--- src/rtl/ram_fetch_buffer_if.sv ---
// Bundle of the command, RAM-read and MXU-stream signals around ram_fetch_buffer.
// The slave modport is the buffer's view; master is the environment driving it.
interface ram_fetch_buffer_if #(
  parameter int RAM_WIDTH = 128,
  parameter int RAM_AW    = 8,
  parameter int BYTE_AW   = $clog2(RAM_WIDTH/8)
);
  logic                   cmd_vld;
  logic                   cmd_rdy;
  logic [RAM_AW-1:0]      cmd_start_addr;
  logic [RAM_AW-1:0]      cmd_stride;
  logic [15:0]            cmd_len;
  logic [BYTE_AW-1:0]     cmd_start_byte;
  logic [BYTE_AW-1:0]     cmd_end_byte;
  logic                   ram_rd_vld;
  logic [RAM_AW-1:0]      ram_rd_addr;
  logic                   ram_rd_data_vld;
  logic [RAM_WIDTH-1:0]   ram_rd_data;
  logic                   mxu_vld;
  logic                   mxu_rdy;
  logic [RAM_WIDTH-1:0]   mxu_data;
  logic [RAM_WIDTH/8-1:0] mxu_byte_en;
  logic                   mxu_last;
  logic                   busy;
  logic                   done;
  logic                   err;

  modport slave (
    input  cmd_vld, cmd_start_addr, cmd_stride, cmd_len, cmd_start_byte, cmd_end_byte,
    input  ram_rd_data_vld, ram_rd_data, mxu_rdy,
    output cmd_rdy, ram_rd_vld, ram_rd_addr, mxu_vld, mxu_data, mxu_byte_en, mxu_last,
    output busy, done, err
  );

  modport master (
    output cmd_vld, cmd_start_addr, cmd_stride, cmd_len, cmd_start_byte, cmd_end_byte,
    output ram_rd_data_vld, ram_rd_data, mxu_rdy,
    input  cmd_rdy, ram_rd_vld, ram_rd_addr, mxu_vld, mxu_data, mxu_byte_en, mxu_last,
    input  busy, done, err
  );
endinterface

--- src/rtl/ram_fetch_buffer.sv ---
// Strided RAM row fetcher: credit-limited reads into a circular buffer, streamed
// in order to the MXU with per-byte enables on the first and last row.
module ram_fetch_buffer #(
  parameter int RAM_WIDTH = 128,
  parameter int RAM_AW    = 8,
  parameter int ENT_NUM   = 16,
  parameter int ENT_AW    = $clog2(ENT_NUM),
  parameter int BYTE_AW   = $clog2(RAM_WIDTH/8)
) (
  input logic               clk,
  input logic               rst,
  ram_fetch_buffer_if.slave bus
);
  localparam int LANES = RAM_WIDTH / 8;
  localparam int PW    = ENT_AW + 1;
  localparam int CW    = ENT_AW + 2;

  typedef enum logic [1:0] {IDLE, FETCH, DRAIN} state_t;

  state_t                     state;
  logic [RAM_AW-1:0]          addr;
  logic signed [RAM_AW-1:0]   stride;
  logic [15:0]                len, issued, rcvd, popped;
  logic [BYTE_AW-1:0]         start_byte, end_byte;
  logic [PW-1:0]              wr_ptr, rd_ptr, count, outstanding, out_nxt;
  logic                       done_r, err_r;
  logic [RAM_WIDTH-1:0]       data_mem [ENT_NUM];
  logic [LANES-1:0]           en_mem   [ENT_NUM];
  logic [ENT_NUM-1:0]         last_mem;
  logic                       credit_ok, rd_req, push, stray, mxu_vld_w, pop, accept;

  function automatic logic [LANES-1:0] lane_mask(input logic [BYTE_AW-1:0] lo,
                                                 input logic [BYTE_AW-1:0] hi,
                                                 input logic first, input logic last);
    logic [LANES-1:0] m;
    m = '0;
    for (int i = 0; i < LANES; i++)
      m[i] = (!first || (BYTE_AW'(i) >= lo)) && (!last || (BYTE_AW'(i) <= hi));
    return m;
  endfunction

  assign count     = wr_ptr - rd_ptr;
  assign credit_ok = ({1'b0, count} + {1'b0, outstanding}) < CW'(ENT_NUM);
  assign rd_req    = (state == FETCH) && credit_ok;
  // A return with nothing in flight is dropped rather than corrupting the buffer.
  assign push      = bus.ram_rd_data_vld && (outstanding != '0);
  assign stray     = bus.ram_rd_data_vld && (outstanding == '0);
  assign mxu_vld_w = (count != '0);
  assign pop       = mxu_vld_w && bus.mxu_rdy;
  assign accept    = bus.cmd_vld && (state == IDLE);

  always_comb begin
    case ({rd_req, push})
      2'b10:   out_nxt = outstanding + PW'(1);
      2'b01:   out_nxt = outstanding - PW'(1);
      default: out_nxt = outstanding;
    endcase
  end

  always_ff @(posedge clk or posedge rst) begin
    if (rst) begin
      state       <= IDLE;
      addr        <= '0;
      stride      <= '0;
      len         <= '0;
      issued      <= '0;
      rcvd        <= '0;
      popped      <= '0;
      start_byte  <= '0;
      end_byte    <= '0;
      wr_ptr      <= '0;
      rd_ptr      <= '0;
      outstanding <= '0;
      done_r      <= 1'b0;
      err_r       <= 1'b0;
    end else begin
      done_r <= 1'b0;
      case (state)
        IDLE: if (accept) begin
          addr       <= bus.cmd_start_addr;
          stride     <= bus.cmd_stride;
          len        <= bus.cmd_len;
          start_byte <= bus.cmd_start_byte;
          end_byte   <= bus.cmd_end_byte;
          issued     <= '0;
          rcvd       <= '0;
          popped     <= '0;
          err_r      <= 1'b0;
          if (bus.cmd_len == 16'd0) done_r <= 1'b1;
          else                      state  <= FETCH;
        end
        FETCH: if (rd_req) begin
          addr   <= addr + $unsigned(stride);
          issued <= issued + 16'd1;
          if (issued == len - 16'd1) state <= DRAIN;
        end
        DRAIN: if (pop && (popped == len - 16'd1)) begin
          state  <= IDLE;
          done_r <= 1'b1;
        end
        default: state <= IDLE;
      endcase
      if (stray) err_r <= 1'b1;
      if (push) begin
        wr_ptr <= wr_ptr + PW'(1);
        rcvd   <= rcvd + 16'd1;
      end
      if (pop) begin
        rd_ptr <= rd_ptr + PW'(1);
        popped <= popped + 16'd1;
      end
      outstanding <= out_nxt;
    end
  end

  // Buffer storage: data path, no reset; flags fixed at write time.
  always_ff @(posedge clk) begin
    if (push) begin
      data_mem[wr_ptr[ENT_AW-1:0]] <= bus.ram_rd_data;
      en_mem[wr_ptr[ENT_AW-1:0]]   <= lane_mask(start_byte, end_byte,
                                                rcvd == 16'd0, rcvd == len - 16'd1);
      last_mem[wr_ptr[ENT_AW-1:0]] <= (rcvd == len - 16'd1);
    end
  end

  assign bus.cmd_rdy     = (state == IDLE);
  assign bus.busy        = (state != IDLE);
  assign bus.ram_rd_vld  = rd_req;
  assign bus.ram_rd_addr = addr;
  assign bus.mxu_vld     = mxu_vld_w;
  assign bus.mxu_data    = mxu_vld_w ? data_mem[rd_ptr[ENT_AW-1:0]] : '0;
  assign bus.mxu_byte_en = mxu_vld_w ? en_mem[rd_ptr[ENT_AW-1:0]] : '0;
  assign bus.mxu_last    = mxu_vld_w && last_mem[rd_ptr[ENT_AW-1:0]];
  assign bus.done        = done_r;
  assign bus.err         = err_r;
endmodule

--- src/flat_wrapper.sv ---
// flat-port wrapper written by rule: the top's interface ports become plain ports
module ram_fetch_buffer_flat 
#(
  parameter int RAM_WIDTH = 128,
  parameter int RAM_AW    = 8,
  parameter int ENT_NUM   = 16,
  parameter int ENT_AW    = $clog2(ENT_NUM),
  parameter int BYTE_AW   = $clog2(RAM_WIDTH/8)
)
  (clk, rst, bus_cmd_vld, bus_cmd_start_addr, bus_cmd_stride, bus_cmd_len, bus_cmd_start_byte, bus_cmd_end_byte, bus_ram_rd_data_vld, bus_ram_rd_data, bus_mxu_rdy, bus_cmd_rdy, bus_ram_rd_vld, bus_ram_rd_addr, bus_mxu_vld, bus_mxu_data, bus_mxu_byte_en, bus_mxu_last, bus_busy, bus_done, bus_err);
  ram_fetch_buffer_if #(.RAM_WIDTH(RAM_WIDTH), .RAM_AW(RAM_AW), .BYTE_AW(BYTE_AW)) bus_i ();
  input logic clk;
  input logic rst;
  input wire logic [$bits(bus_i.cmd_vld)-1:0] bus_cmd_vld;
  input wire logic [$bits(bus_i.cmd_start_addr)-1:0] bus_cmd_start_addr;
  input wire logic [$bits(bus_i.cmd_stride)-1:0] bus_cmd_stride;
  input wire logic [$bits(bus_i.cmd_len)-1:0] bus_cmd_len;
  input wire logic [$bits(bus_i.cmd_start_byte)-1:0] bus_cmd_start_byte;
  input wire logic [$bits(bus_i.cmd_end_byte)-1:0] bus_cmd_end_byte;
  input wire logic [$bits(bus_i.ram_rd_data_vld)-1:0] bus_ram_rd_data_vld;
  input wire logic [$bits(bus_i.ram_rd_data)-1:0] bus_ram_rd_data;
  input wire logic [$bits(bus_i.mxu_rdy)-1:0] bus_mxu_rdy;
  output wire logic [$bits(bus_i.cmd_rdy)-1:0] bus_cmd_rdy;
  output wire logic [$bits(bus_i.ram_rd_vld)-1:0] bus_ram_rd_vld;
  output wire logic [$bits(bus_i.ram_rd_addr)-1:0] bus_ram_rd_addr;
  output wire logic [$bits(bus_i.mxu_vld)-1:0] bus_mxu_vld;
  output wire logic [$bits(bus_i.mxu_data)-1:0] bus_mxu_data;
  output wire logic [$bits(bus_i.mxu_byte_en)-1:0] bus_mxu_byte_en;
  output wire logic [$bits(bus_i.mxu_last)-1:0] bus_mxu_last;
  output wire logic [$bits(bus_i.busy)-1:0] bus_busy;
  output wire logic [$bits(bus_i.done)-1:0] bus_done;
  output wire logic [$bits(bus_i.err)-1:0] bus_err;
  assign bus_i.cmd_vld = bus_cmd_vld;
  assign bus_i.cmd_start_addr = bus_cmd_start_addr;
  assign bus_i.cmd_stride = bus_cmd_stride;
  assign bus_i.cmd_len = bus_cmd_len;
  assign bus_i.cmd_start_byte = bus_cmd_start_byte;
  assign bus_i.cmd_end_byte = bus_cmd_end_byte;
  assign bus_i.ram_rd_data_vld = bus_ram_rd_data_vld;
  assign bus_i.ram_rd_data = bus_ram_rd_data;
  assign bus_i.mxu_rdy = bus_mxu_rdy;
  assign bus_cmd_rdy = bus_i.cmd_rdy;
  assign bus_ram_rd_vld = bus_i.ram_rd_vld;
  assign bus_ram_rd_addr = bus_i.ram_rd_addr;
  assign bus_mxu_vld = bus_i.mxu_vld;
  assign bus_mxu_data = bus_i.mxu_data;
  assign bus_mxu_byte_en = bus_i.mxu_byte_en;
  assign bus_mxu_last = bus_i.mxu_last;
  assign bus_busy = bus_i.busy;
  assign bus_done = bus_i.done;
  assign bus_err = bus_i.err;
  ram_fetch_buffer #(.RAM_WIDTH(RAM_WIDTH), .RAM_AW(RAM_AW), .ENT_NUM(ENT_NUM), .ENT_AW(ENT_AW), .BYTE_AW(BYTE_AW)) u_core (.clk(clk), .rst(rst), .bus(bus_i));
endmodule
--- config.mk ---
export PLATFORM = sky130hd
export DESIGN_NAME = ram_fetch_buffer_flat
export DESIGN_NICKNAME = d
export VERILOG_FILES = /design/src/rtl/ram_fetch_buffer_if.sv /design/src/rtl/ram_fetch_buffer.sv /design/src/flat_wrapper.sv
export SDC_FILE = /design/constraint.sdc
export NUM_CORES = 2
export LEC_CHECK = 0
export CORE_AREA = 4 4 441 443
export DETAILED_ROUTE_END_ITERATION = 10
export DIE_AREA = 0 0 445 447
export GPL_ROUTABILITY_DRIVEN = 0
export PLACE_DENSITY = 0.73
export SLEW_MARGIN = 20
export SYNTH_ARGS = -nofsm -noshare
export SYNTH_HDL_FRONTEND = slang
export SYNTH_SLANG_ARGS = --single-unit
export TNS_END_PERCENT = 50
--- constraint.sdc ---
create_clock -name clk -period 10.6 [get_ports clk]
set_input_delay 2.12 -clock clk [delete_from_list [all_inputs] [get_ports clk]]
set_output_delay 2.12 -clock clk [all_outputs]
set_load 0.005 [all_outputs]
==> impl_metrics.csv <==
group,metric,value,unit
run_status,status,"completed",
route,finalWirelength,217000,µm
logic_synthesis,synthesis.nets,4407,
clock_network,max-clock-path-buffers,3,
power_and_ir_drop,power-per-cell-area,276,mW/mm²
logic_synthesis,syn_avg_cell_area,22.6,µm²
timing,timing.final.crit_period,7660,ps
route,dr.first_iter.drc_count,4938,
power_and_ir_drop,total_power,30.1,mW
logic_synthesis,ys.warnings.count,0,
clock_network,post_cts_setup_bufs,0,
final_layout,most-common-layout-cells,"2320 x sky130_fd_sc_hd__edfxtp_1, 725 x sky130_fd_sc_hd__mux4_2, 331 x sky130_fd_sc_hd__clkdlybuf4s50_1",
timing,setup-violations-final,0,
floorplanning,die-width,445,µm
timing,slew_headroom,25.8,%
critical_path,critPathKind,"flip-flop to output port",
logic_synthesis,synth_cell_area,0.0948,mm²
timing,timing.fmax,0.131,GHz
final_layout,syn2layout_area_growth,14.8,%
logic_synthesis,count_of_unique_library_cells_instantiated_by_yosys,77,
final_layout,instances_no_fill,7331,
critical_path,critical_path_arrival,5540,ps
clock_network,tritoncts_num_sinks,2427,
job,cap_violations,0,
logic_synthesis,synthesis.instances,4202,
floorplanning,start_util,49.9,%
global_route,first_global_vias,46400,
clock_network,cts-buffers-inserted,232,
timing,post-route-worst-setup-slack,2940,ps
logic_synthesis,synth.yosys.seq_area_share,76.3,%
final_layout,mostFrequentLayoutCell,"sky130_fd_sc_hd__edfxtp_1",
timing,clock_skew,26.7,ps
route,route.antenna.remaining_nets,0,
critical_path,cp-end-kind,"output port",
route,vias,45000,
logic_synthesis,synth_enable_flop_cells,2320,
global_route,grt_max_degree,153,
clock_network,ctsRootBufferMaster,"sky130_fd_sc_hd__clkbuf_16",
critical_path,timing.critical_path.to,"bus_mxu_byte_en[8]",
floorplanning,placeableCoreArea,0.190,mm²
route,post_drt_via_cell_ratio,6.14,
timing,grt_setup_unrepaired,"false",
route,post_drt_wl_per_cell,29.6,µm
critical_path,critical_path.startpoint_type,"flip-flop",
placement,place_inst,6888,
clock_network,cts-hold-fix-buffers,0,
placement,dpl-instance-area,0.101,mm²
clock_network,post_cts_resize_count,0,
placement,setup_slack_placement,3730,ps
logic_synthesis,synth_top_flop_cell,"sky130_fd_sc_hd__edfxtp_1",
critical_path,critical_path.max_fanout,58,
logic_synthesis,ys_async_sr_fraction,4.41,%
logic_synthesis,yosys_register_bits,2427,
placement,port_buffers,331,
final_layout,fraction_of_the_core_area_covered_by_cells_at_the_end_of_the_flow,57.3,%
clock_network,cts_tree,"yes",
timing,worst-slew-pin-transition,1110,ps
route,drc,0,
power_and_ir_drop,peakVddDrop,0.254,mV
floorplanning,top_level_ports,332,
timing,final-max-slew-violation-count,0,
critical_path,crit_start,"u_core.rd_ptr[1]$_DFFE_PP0P_",
global_route,grt_antenna_before_repair,33,
power_and_ir_drop,total_leakage_power,34.1,nW
min_path,hold_path_class,"flip-flop to flip-flop",
critical_path,reg2reg_setup_slack,5560,ps
final_layout,layout-drive-gt1-share,24.2,%
global_route,grt_remaining_overflow,0,
global_route,globalRouteTotalUtil,22.0,%
critical_path,regToRegStartpoint,"u_core.rd_ptr[1]$_DFFE_PP0P_",
route,detailedRoute.firstPassIterationCount,5,
critical_path,timing.reg2reg.worst_path_depth,18,
clock_network,clkSlewWorstSetupHoldPaths,60,ps
timing,timing.final.crit_share,72.2,%
clock_network,clkLatencyLatePin,860,ps
clock_network,ctsHtreeMaxLevel,4,
final_layout,nNetsFinal,4817,
floorplanning,design.die.area,0.199,mm²
floorplanning,die-height,447,µm
critical_path,worst-endpoint-required,8480,ps
placement,dp_hpwl,105000,µm
global_route,grt_first_pass_wirelength,319000,µm
timing,finalHoldViolCount,0,
floorplanning,placement_rows,160,
critical_path,r2r_end,"u_core.outstanding[4]$_DFFE_PP0P_",
final_layout,final_design_area_no_fill,0.109,mm²
==> worst max-delay path, cell delays in order, from the launching register on <==
cell and delay [ps]:
sky130_fd_sc_hd__dfrtp_4 1010, sky130_fd_sc_hd__inv_1 240, sky130_fd_sc_hd__fa_1 520, sky130_fd_sc_hd__a21o_1 180, sky130_fd_sc_hd__a21oi_1 180, sky130_fd_sc_hd__xnor2_1 210
sky130_fd_sc_hd__or3_4 500, sky130_fd_sc_hd__buf_4 660, sky130_fd_sc_hd__and2_1 230, sky130_fd_sc_hd__clkdlybuf4s50_1 750
==> sequential cells by signal, indices dropped and copies added, names as in the netlist, 8 cells and up <==
register,count
u_core.bus.ram_rd_addr,8
u_core.en_mem,256
u_core.data_mem,2048
u_core.len,16
u_core.popped,16
u_core.last_mem,16
u_core.stride,8
u_core.rcvd,16
u_core.issued,16
==> Yosys cell counts, types with 8 or more instances <==
| master | number | share of area, % |
|---|---|---|
| sky130_fd_sc_hd__nor3_1 | 13 | 0.069 |
| sky130_fd_sc_hd__xnor2_1 | 49 | 0.45 |
| sky130_fd_sc_hd__buf_2 | 8 | 0.042 |
| sky130_fd_sc_hd__mux4_2 | 725 | 17 |
| sky130_fd_sc_hd__nor4_1 | 18 | 0.12 |
| sky130_fd_sc_hd__xnor3_1 | 15 | 0.36 |
| sky130_fd_sc_hd__and3_1 | 14 | 0.092 |
| sky130_fd_sc_hd__dfrtp_1 | 107 | 2.8 |
| sky130_fd_sc_hd__nand4_1 | 12 | 0.079 |
| sky130_fd_sc_hd__inv_1 | 32 | 0.13 |
| sky130_fd_sc_hd__ha_1 | 29 | 0.38 |
| sky130_fd_sc_hd__nand3_1 | 34 | 0.18 |
| sky130_fd_sc_hd__nand2b_1 | 10 | 0.066 |
| sky130_fd_sc_hd__a21oi_1 | 25 | 0.13 |
| sky130_fd_sc_hd__edfxtp_1 | 2320 | 73 |
| sky130_fd_sc_hd__xor2_1 | 25 | 0.23 |
| sky130_fd_sc_hd__clkbuf_1 | 151 | 0.60 |
| sky130_fd_sc_hd__nand2_1 | 145 | 0.57 |
| sky130_fd_sc_hd__nor2_1 | 63 | 0.25 |
| sky130_fd_sc_hd__and2_1 | 151 | 1.0 |
| sky130_fd_sc_hd__o21ai_0 | 69 | 0.36 |
| sky130_fd_sc_hd__buf_1 | 62 | 0.25 |
==> metal layers <==
metal | up-vias | global-route usage [%] | routed length (µm)
met5 | - | 0 | 93
met4 | 14 | 5.95 | 5600
met3 | 339 | 3.68 | 14900
met2 | 1956 | 37.2 | 112000
met1 | 24200 | 30.1 | 84200
li1 | 18500 | - | -
==> final cells by class <==
class                           instances  area (µm²)
Fill cell                           13400       81100
Sequential cell                      2427       72400
Multi-Input combinational cell       1519       21700
Clock buffer                          280        6030
Timing Repair Buffer                  399        4120
Tap cell                             2511        3140
Clock inverter                        149        1380
Inverter                               33         134
Antenna cell                           13        32.5
==> cell families (layout without fill, tap and decap cells) <==
| group | Yosys count | in the layout | share of synthesized area, % |
|---|---|---|---|
| buf+inv | 256 | 861 | 1.04 |
| simple gates | 505 | 505 | 2.82 |
| other cells | 0 | 13 | 0 |
| flops | 2427 | 2427 | 76.3 |
| xor+xnor | 90 | 90 | 1.06 |
| compound gates | 162 | 162 | 1.09 |
| fa+ha+maj | 32 | 32 | 0.446 |
| mux | 730 | 730 | 17.3 |
==> how the worst min path moves through the flow <==
stage	from	end	slack (ps)	cells past startpoint
6_report	u_core.stride[2]$_DFFE_PP0P_	u_core.stride[2]$_DFFE_PP0P_	480	2
5_1_grt	u_core.stride[2]$_DFFE_PP0P_	u_core.stride[2]$_DFFE_PP0P_	500	2
4_1_cts	u_core.stride[0]$_DFFE_PP0P_	u_core.stride[0]$_DFFE_PP0P_	480	2
3_5_place_dp	u_core.stride[2]$_DFFE_PP0P_	u_core.stride[2]$_DFFE_PP0P_	470	2
3_3_place_gp	u_core.stride[0]$_DFFE_PP0P_	u_core.stride[0]$_DFFE_PP0P_	470	2
2_1_floorplan	u_core.stride[0]$_DFFE_PP0P_	u_core.stride[0]$_DFFE_PP0P_	450	2
==> through the flow <==
step | hold slack [ps] | setup TNS (ps)
after global placement | 467 | 0
after global routing | 503 | 0
after CTS | 484 | 0
final | 479 | 0
after detailed placement | 471 | 0
after floorplan | 450 | -710730
==> power by group <==
| part | total (mW) | leakage (nW) | internal [mW] | switching (mW) |
|---|---|---|---|---|
| Sequential | 12.1 | 22.0 | 11.6 | 0.498 |
| Combinational | 9.93 | 8.40 | 5.11 | 4.82 |
| Clock | 8.05 | 3.62 | 4.54 | 3.51 |
Power figures use the tool's default switching activity.
